`config.mk`:
```
export PLATFORM = sky130hd
export DESIGN_NAME = spi_burst_reader_flat
export DESIGN_NICKNAME = d
export VERILOG_FILES = /design/src/rtl/spi_burst_reader_if.sv /design/src/rtl/spi_burst_reader.sv /design/src/flat_wrapper.sv
export SDC_FILE = /design/constraint.sdc
export NUM_CORES = 1
export LEC_CHECK = 0
export CAP_MARGIN = 20
export CORE_MARGIN = 5
export CORE_UTILIZATION = 55
export CTS_BUF_LIST = sky130_fd_sc_hd__clkbuf_8
export CTS_CLUSTER_SIZE = 25
export DETAILED_ROUTE_END_ITERATION = 10
export GPL_TIMING_DRIVEN = 0
export PLACE_DENSITY = 0.75
export SLEW_MARGIN = 10
export SYNTH_ARGS = -nofsm -noshare
export SYNTH_HDL_FRONTEND = slang
export SYNTH_SLANG_ARGS = --single-unit
```
`constraint.sdc`:
```
create_clock -name clk_SPI -period 7.27 [get_ports clk_SPI]
set_input_delay 1.8175 -clock clk_SPI [delete_from_list [all_inputs] [get_ports clk_SPI]]
set_output_delay 1.8175 -clock clk_SPI [all_outputs]
set_load 0.05 [all_outputs]
```
`src/rtl/spi_burst_reader_if.sv`:
```
// rtl/spi_burst_reader_if.sv - pin and sample bus bundle for spi_burst_reader
//
// Signals:
//   continuous   : 1 = back-to-back bursts, 0 = one burst per start request
//   start        : burst request pulse
//   MISO         : serial data from the device
//   SCLK         : SPI clock, mode 0 (idle low)
//   MOSI         : serial data to the device
//   n_CS         : active-low chip select
//   samples      : NUM_CH packed samples, channel k at [k*SAMPLE_W +: SAMPLE_W]
//   sample_valid : one-cycle pulse when samples updates
//   busy         : high whenever the sequencer is not idle
// Modports: master = the SPI master block, slave = the device/host side.
interface spi_burst_reader_if #(
    parameter int NUM_CH   = 3,
    parameter int SAMPLE_W = 12
);
    logic                         continuous;
    logic                         start;
    logic                         MISO;
    logic                         SCLK;
    logic                         MOSI;
    logic                         n_CS;
    logic [NUM_CH*SAMPLE_W-1:0]   samples;
    logic                         sample_valid;
    logic                         busy;

    modport master (
        input  continuous, start, MISO,
        output SCLK, MOSI, n_CS, samples, sample_valid, busy
    );

    modport slave (
        output continuous, start, MISO,
        input  SCLK, MOSI, n_CS, samples, sample_valid, busy
    );
endinterface

```
`src/rtl/spi_burst_reader.sv`:
```
// rtl/spi_burst_reader.sv - SPI master: one config write, then NUM_CH-sample burst reads
//
// Ports:
//   clk_SPI : sole block clock, rising edge
//   reset   : synchronous, active-low
//   bus     : spi_burst_reader_if.master (controls, SPI pins, sample outputs)
// After reset one INIT frame (0x0A, INIT_ADDR, INIT_DATA) is sent, then READ
// frames (0x0B, BASE_ADDR, 2*NUM_CH data bytes) run continuously or per start
// request. Each READ publishes all channels at once with a one-cycle strobe.
module spi_burst_reader #(
    parameter int          CLK_DIV   = 4,
    parameter int          NUM_CH    = 3,
    parameter int          SAMPLE_W  = 12,
    parameter logic [7:0]  BASE_ADDR = 8'h0E,
    parameter logic [7:0]  INIT_ADDR = 8'h2D,
    parameter logic [7:0]  INIT_DATA = 8'h02,
    parameter int          GAP_CYC   = 4
) (
    input  logic                 clk_SPI,
    input  logic                 reset,
    spi_burst_reader_if.master   bus
);
    localparam int              SW          = NUM_CH * SAMPLE_W;
    localparam int              CW          = 16;
    localparam logic [CW-1:0]   C_HALF_LAST = CW'(CLK_DIV - 1);
    localparam logic [CW-1:0]   C_BIT_LAST  = CW'(2 * CLK_DIV - 1);
    localparam logic [CW-1:0]   C_GAP_LAST  = CW'(GAP_CYC - 1);
    localparam logic [4:0]      C_INIT_LAST = 5'd2;
    localparam logic [4:0]      C_READ_LAST = 5'(2 * NUM_CH + 1);

    typedef enum logic [1:0] {S_IDLE, S_GAP, S_SHIFT, S_HOLD} state_t;

    state_t          r_state;
    state_t          w_next;
    logic [CW-1:0]   r_cnt;        // phase within bit, hold or gap cycle count
    logic [2:0]      r_bit;        // bit within current byte, 0 = MSB
    logic [4:0]      r_byte;       // byte index within frame
    logic            r_is_read;
    logic            r_init_done;
    logic            r_pending;
    logic [6:0]      r_rx;
    logic [SW-1:0]   r_stage;
    logic [SW-1:0]   r_samples;
    logic            r_valid;

    logic            w_want_read;
    logic [4:0]      w_last_byte;
    logic            w_bit_end;
    logic            w_frame_end;
    logic            w_sample;
    logic            w_launch;
    logic            w_hold_done;
    logic [7:0]      w_rx_byte;
    logic [3:0]      w_ch;
    logic [7:0]      w_tx_byte;

    assign w_want_read = bus.continuous | r_pending;
    assign w_last_byte = r_is_read ? C_READ_LAST : C_INIT_LAST;
    assign w_bit_end   = (r_state == S_SHIFT) && (r_cnt == C_BIT_LAST);
    assign w_frame_end = w_bit_end && (r_bit == 3'd7) && (r_byte == w_last_byte);
    // MISO is taken on the edge that raises SCLK, i.e. the last low-phase cycle
    assign w_sample    = (r_state == S_SHIFT) && (r_cnt == C_HALF_LAST);
    assign w_launch    = (w_next == S_SHIFT) && (r_state != S_SHIFT);
    assign w_hold_done = (r_state == S_HOLD) && (w_next == S_GAP);
    assign w_rx_byte   = {r_rx, bus.MISO};
    // data byte j = r_byte-2 belongs to channel j/2
    assign w_ch        = 4'((r_byte - 5'd2) >> 1);

    always_ff @(posedge clk_SPI) begin
        if (!reset) begin
            r_state <= S_IDLE;
        end else begin
            r_state <= w_next;
        end
    end

    always_comb begin
        w_next = r_state;
        case (r_state)
            S_IDLE: begin
                // leaving reset goes through a full gap before INIT
                if (!r_init_done) begin
                    w_next = S_GAP;
                end else if (w_want_read) begin
                    w_next = S_SHIFT;
                end
            end
            S_GAP: begin
                if (r_cnt == C_GAP_LAST) begin
                    if (!r_init_done || w_want_read) begin
                        w_next = S_SHIFT;
                    end else begin
                        w_next = S_IDLE;
                    end
                end
            end
            S_SHIFT: begin
                if (w_frame_end) begin
                    w_next = S_HOLD;
                end
            end
            S_HOLD: begin
                if (r_cnt == C_HALF_LAST) begin
                    w_next = S_GAP;
                end
            end
            default: w_next = S_IDLE;
        endcase
    end

    always_comb begin
        w_tx_byte = 8'h00;
        case (r_byte)
            5'd0:    w_tx_byte = r_is_read ? 8'h0B : 8'h0A;
            5'd1:    w_tx_byte = r_is_read ? BASE_ADDR : INIT_ADDR;
            5'd2:    w_tx_byte = r_is_read ? 8'h00 : INIT_DATA;
            default: w_tx_byte = 8'h00;
        endcase
    end

    always_ff @(posedge clk_SPI) begin
        if (!reset) begin
            r_cnt       <= '0;
            r_bit       <= '0;
            r_byte      <= '0;
            r_is_read   <= 1'b0;
            r_init_done <= 1'b0;
            r_pending   <= 1'b0;
            r_rx        <= '0;
            r_stage     <= '0;
            r_samples   <= '0;
            r_valid     <= 1'b0;
        end else begin
            if ((r_state != w_next) || w_bit_end) begin
                r_cnt <= '0;
            end else if (r_state != S_IDLE) begin
                r_cnt <= r_cnt + CW'(1);
            end

            if (w_launch) begin
                r_bit     <= '0;
                r_byte    <= '0;
                r_is_read <= r_init_done;
            end else if (w_bit_end) begin
                r_bit <= r_bit + 3'd1;
                if (r_bit == 3'd7) begin
                    r_byte <= r_byte + 5'd1;
                end
            end

            if (w_sample) begin
                r_rx <= w_rx_byte[6:0];
                if (r_is_read && (r_bit == 3'd7) && (r_byte >= 5'd2)) begin
                    if (!r_byte[0]) begin
                        r_stage[w_ch*SAMPLE_W +: 8] <= w_rx_byte;
                    end else begin
                        r_stage[w_ch*SAMPLE_W + 8 +: SAMPLE_W-8] <= w_rx_byte[SAMPLE_W-9:0];
                    end
                end
            end

            // a start coinciding with a launch is a fresh request and survives
            if (bus.start) begin
                r_pending <= 1'b1;
            end else if (w_launch && r_init_done) begin
                r_pending <= 1'b0;
            end

            if (w_hold_done && !r_is_read) begin
                r_init_done <= 1'b1;
            end

            if (w_hold_done && r_is_read) begin
                r_samples <= r_stage;
                r_valid   <= 1'b1;
            end else begin
                r_valid   <= 1'b0;
            end
        end
    end

    assign bus.n_CS         = !((r_state == S_SHIFT) || (r_state == S_HOLD));
    assign bus.SCLK         = (r_state == S_SHIFT) && (r_cnt > C_HALF_LAST);
    assign bus.MOSI         = (r_state == S_SHIFT) && w_tx_byte[~r_bit];
    assign bus.samples      = r_samples;
    assign bus.sample_valid = r_valid;
    assign bus.busy         = (r_state != S_IDLE);
endmodule

```
`src/flat_wrapper.sv`:
```
// flat-port wrapper written by rule: the top's interface ports become plain ports
module spi_burst_reader_flat 
#(
    parameter int          CLK_DIV   = 4,
    parameter int          NUM_CH    = 3,
    parameter int          SAMPLE_W  = 12,
    parameter logic [7:0]  BASE_ADDR = 8'h0E,
    parameter logic [7:0]  INIT_ADDR = 8'h2D,
    parameter logic [7:0]  INIT_DATA = 8'h02,
    parameter int          GAP_CYC   = 4
)
  (clk_SPI, reset, bus_continuous, bus_start, bus_MISO, bus_SCLK, bus_MOSI, bus_n_CS, bus_samples, bus_sample_valid, bus_busy);
  spi_burst_reader_if #(.NUM_CH(NUM_CH), .SAMPLE_W(SAMPLE_W)) bus_i ();
  input  logic clk_SPI;
  input  logic reset;
  input wire logic [$bits(bus_i.continuous)-1:0] bus_continuous;
  input wire logic [$bits(bus_i.start)-1:0] bus_start;
  input wire logic [$bits(bus_i.MISO)-1:0] bus_MISO;
  output wire logic [$bits(bus_i.SCLK)-1:0] bus_SCLK;
  output wire logic [$bits(bus_i.MOSI)-1:0] bus_MOSI;
  output wire logic [$bits(bus_i.n_CS)-1:0] bus_n_CS;
  output wire logic [$bits(bus_i.samples)-1:0] bus_samples;
  output wire logic [$bits(bus_i.sample_valid)-1:0] bus_sample_valid;
  output wire logic [$bits(bus_i.busy)-1:0] bus_busy;
  assign bus_i.continuous = bus_continuous;
  assign bus_i.start = bus_start;
  assign bus_i.MISO = bus_MISO;
  assign bus_SCLK = bus_i.SCLK;
  assign bus_MOSI = bus_i.MOSI;
  assign bus_n_CS = bus_i.n_CS;
  assign bus_samples = bus_i.samples;
  assign bus_sample_valid = bus_i.sample_valid;
  assign bus_busy = bus_i.busy;
  spi_burst_reader #(.CLK_DIV(CLK_DIV), .NUM_CH(NUM_CH), .SAMPLE_W(SAMPLE_W), .BASE_ADDR(BASE_ADDR), .INIT_ADDR(INIT_ADDR), .INIT_DATA(INIT_DATA), .GAP_CYC(GAP_CYC)) u_core (.clk_SPI(clk_SPI), .reset(reset), .bus(bus_i));
endmodule
```
==> results.py <==
metrics = {
    "run_status": {
        "outcome": "finished clean",
    },
    "grt": {
        "grt_pass1_wl_mm": 28.01,
        "number_of_antenna_violations_at_the_first_check_in_global_routing": 0,
        "pin_count_of_the_biggest_net_entering_global_routing": 21,
        "globalRouteOverflowTotal": 0,
        "gr-usage-all-layers_pct": 26.63,
        "vias_in_the_first_global_route": 5542,
    },
    "pwr": {
        "vdd.ir_drop.worst_uv": 103.5,
        "cellPowerDensity_mw_per_mm2": 149.1,
        "cellLeakagePower_nw": 2.207,
    },
    "routing": {
        "drcViolationCount": 0,
        "drt_first_iter_violations": 489,
        "routed-via-count": 5734,
        "routedWlPerCell_um": 18.05,
        "postRouteWirelength_mm": 17.01,
        "per_cell_via_count_in_the_routed_design": 6.087,
        "drt_first_pass_iters": 5,
        "drt.antenna.violating_nets": 0,
    },
    "clock_tree": {
        "clkSlewWorstSetupHoldPaths_ns": 0.12,
        "ctsHoldBuffers": 0,
        "h-tree-depth": 3,
        "root_buffer": "clkbuf_8",
        "cts_buffers": 9,
        "cts_tree": "yes",
        "clockBufferDepth": 2,
        "clock_sinks": 109,
        "cts.repair_timing.setup_buffer_count": 0,
        "cts_repair_resize_count": 2,
        "clock_latency_of_the_later_clocked_register_in_the_worst_skew_pair_ns": 0.39,
    },
    "synthesis": {
        "synth-warning-count": 0,
        "synth_area_sq_mm": 0.005994,
        "ys.flop_type": "dfxtp_1",
        "yosysSeqAreaShare_pct": 36.40,
        "syn-num-nets": 764,
        "syn_avg_cell_area_sq_um": 8.079,
        "post_synth_inst_count": 742,
        "synthDistinctLibCells": 83,
        "synth.ff_latch_count": 109,
        "synthArstFlopShare_pct": 0,
        "number_of_enable_flip_flop_cells_after_synthesis": 0,
    },
    "placement": {
        "place.port_buffers": 44,
        "globalplace.congestion": 0.9650,
        "placed_cells_incl_taps": 927,
        "place_hpwl_mm": 12.92,
        "dpl_cell_area_sq_mm": 0.006624,
    },
    "sta": {
        "grt_setup_unrepaired": "false",
        "worst_clock_skew_ns": 0.01505,
        "setup-violations-final": 0,
        "slew_headroom_pct": 41.14,
        "finalHoldViolations": 0,
        "fmax_mhz": 151.2,
        "maxSlewViolCount": 0,
        "layout_min_cycle_time_ns": 6.612,
        "period_share_pct": 90.95,
        "transition_time_at_the_pin_with_the_least_slew_margin_ns": 0.8736,
    },
    "worst_hold_path": {
        "hold_path_end": "u_core.r_stage[10]",
        "hold_path_origin": "u_core.r_stage[10]",
        "min_path_cells": 2,
        "hp-class": "flop to flop",
    },
    "worst_setup_path": {
        "worst_setup_sp_type": "flop",
        "timing_worst_setup_path_type": "flop to flop",
        "worst-path-max-fanout": 18,
        "worst-r2r-setup-slack_ns": 0.66,
        "critPathArrivalTime_ns": 6.93,
        "critical_path.reg2reg.startpoint": "u_core.r_byte[1]",
        "rr_endpoint": "u_core.r_stage[17]",
        "crit_required_ns": 7.59,
        "worst-r2r-cell-count": 20,
        "critPathCaptureType": "flop",
    },
    "floorplan": {
        "fp.dieW_um": 114.4,
        "initial_core_util_pct": 55.79,
        "overall_die_area_sq_mm": 0.01309,
        "placement_rows": 38,
        "io-pin-count": 46,
        "fp.dieH_um": 114.4,
        "core_area_sq_mm": 0.01075,
    },
    "layout": {
        "finish.utilization_pct": 63.67,
        "finish.instance_area_sq_mm": 0.006842,
        "fin_nets": 819,
        "post_route_cells_drive_above_1_share_pct": 6.608,
        "layout.filler_cells": 966,
        "diodes_inserted": 0,
        "layoutNonFillerInstCount": 942,
        "area_growth_syn_to_layout_pct": 14.13,
    },
    "flow_run": {
        "drv_cap": 0,
    },
}
-- Yosys cell counts (4+ instances only) --
cell | count | area [sq um]
dfxtp_1 | 109 | 2182
o31ai_1 | 5 | 37.54
nand3_1 | 26 | 130.1
a21oi_1 | 72 | 360.4
nor2_1 | 67 | 251.5
inv_1 | 21 | 78.83
o21ai_0 | 24 | 120.1
a211oi_1 | 11 | 82.58
o32ai_1 | 8 | 70.07
and2_1 | 5 | 31.28
a2bb2oi_1 | 4 | 35.03
nor2b_1 | 7 | 43.79
mux2i_1 | 14 | 140.1
and4_1 | 4 | 35.03
xor2_1 | 16 | 140.1
a221oi_1 | 6 | 52.55
a31oi_1 | 8 | 50.05
xnor2_1 | 15 | 131.4
or3_1 | 7 | 43.79
clkbuf_1 | 36 | 135.1
nand2_1 | 120 | 450.4
nor3_1 | 14 | 70.07
a21o_1 | 8 | 60.06
ha_1 | 16 | 200.2
clkinv_1 | 4 | 15.01
and3_1 | 8 | 50.05
nand4_1 | 13 | 81.33
nor4_1 | 9 | 56.30
-- routing by layer --
| metal | vias up | part of all wire [%] | global-route usage (%) |
|---|---|---|---|
| met5 | - | 0 | 0 |
| met4 | 0 | 3.4 | 11.16 |
| met3 | 38 | 6.4 | 5.127 |
| met2 | 200 | 46 | 43.23 |
| met1 | 2712 | 44 | 34.62 |
| li1 | 2784 | - | - |
-- logic make-up after synthesis --
logic type	after synthesis	share of synthesized area, %
flip-flops	109	36.40
multiplexers	15	2.525
XOR/XNOR	32	4.926
AO/OA/AOI/OAI	199	23.46
buffers and inverters	72	5.030
AND/OR/NAND/NOR	298	23.98
adder cells (fa/ha/maj)	17	3.674
-- how the worst max path moves through the flow --
stage | from | to | slack (ns) | cells after the start
4_1_cts | u_core.r_byte[1] | u_core.r_stage[17] | 0.009 | 23
3_3_place_gp | u_core.r_byte[1] | u_core.r_stage[19] | -0.26 | 21
6_report | u_core.r_byte[1] | u_core.r_stage[17] | 0.66 | 20
3_5_place_dp | u_core.r_byte[1] | u_core.r_stage[19] | -0.25 | 21
5_1_grt | u_core.r_byte[1] | u_core.r_stage[19] | 0.28 | 20
2_1_floorplan | u_core.r_byte[1] | u_core.r_stage[19] | 1.46 | 23
-- layout make-up --
| type | instances | area (sq um) | area share [%] |
|---|---|---|---|
| Timing Repair Buffer | 45 | 447.9 | 6.547 |
| Clock buffer | 10 | 137.6 | 2.012 |
| Clock inverter | 6 | 63.81 | 0.9327 |
| Buffer | 45 | 200.2 | 2.926 |
| Multi-Input combinational cell | 561 | 3535 | 51.66 |
| Inverter | 26 | 100.1 | 1.463 |
| Tap cell | 140 | 175.2 | 2.560 |
| Sequential cell | 109 | 2182 | 31.89 |
-- sequential cells by signal, summed over array words and instances (netlist names), 2 cells and up --
name / flops
u_core.r_byte: 5
u_core.bus.samples: 36
u_core.r_stage: 36
u_core.r_state: 2
u_core.r_cnt: 16
u_core.r_rx: 7
u_core.r_bit: 3
-- through the flow --
stage	setup TNS, ns	total power, mW	setup WS (ns)	hold slack [ns]
6_report	0	1.020	0.6582	0.4501
3_3_place_gp	-1.757	0.6517	-0.2601	0.4317
4_1_cts	0	1.025	0.009083	0.4513
2_1_floorplan	0	0.6408	1.457	0.4154
5_1_grt	0	1.058	0.2787	0.4663
3_5_place_dp	-1.762	0.6529	-0.2517	0.4360
-- worst max-delay path, stage by stage, from the launching register on --
cell	delay, ns
dfxtp_1	0.50
buf_6	0.24
clkinv_2	0.24
ha_1	0.45
clkbuf_1	0.41
clkinv_2	0.32
fa_1	0.54
clkbuf_1	0.26
nor4_2	0.44
nand3_1	0.12
ha_1	0.31
clkbuf_1	0.36
inv_2	0.19
or3_1	0.38
clkbuf_1	0.20
a311o_1	0.36
buf_2	0.20
or2_2	0.34
o22ai_2	0.34
o21ai_0	0.16
a31oi_1	0.17
-- cells in the final DEF, fill, tap and decap left out, drive strengths merged, types with 7 or more instances in the layout --
cell           instances
xnor2                 15
dfxtp                109
nand4                 13
a21oi                 73
or3                    8
a221oi                 7
ha                    16
nor2b                  7
o21ai                 27
o32ai                  8
and3                   8
xor2                  16
nand3                 26
nor4                  10
nand2                120
clkdlybuf4s50         44
nor3                  15
clkbuf                46
a21o                   8
a211oi                13
buf                   10
inv                   25
a31oi                  8
nor2                  67
mux2i                 14
-- report_power, final --
group          internal [mW]  total [mW]  leakage (nW)  switching, mW
clock                  0.144       0.380        0.0997          0.236
combinational         0.0112      0.0373          1.23         0.0261
sequential             0.600       0.603         0.879        0.00275
total                  0.755        1.02          2.21          0.265
Power figures use the tool's default switching activity.
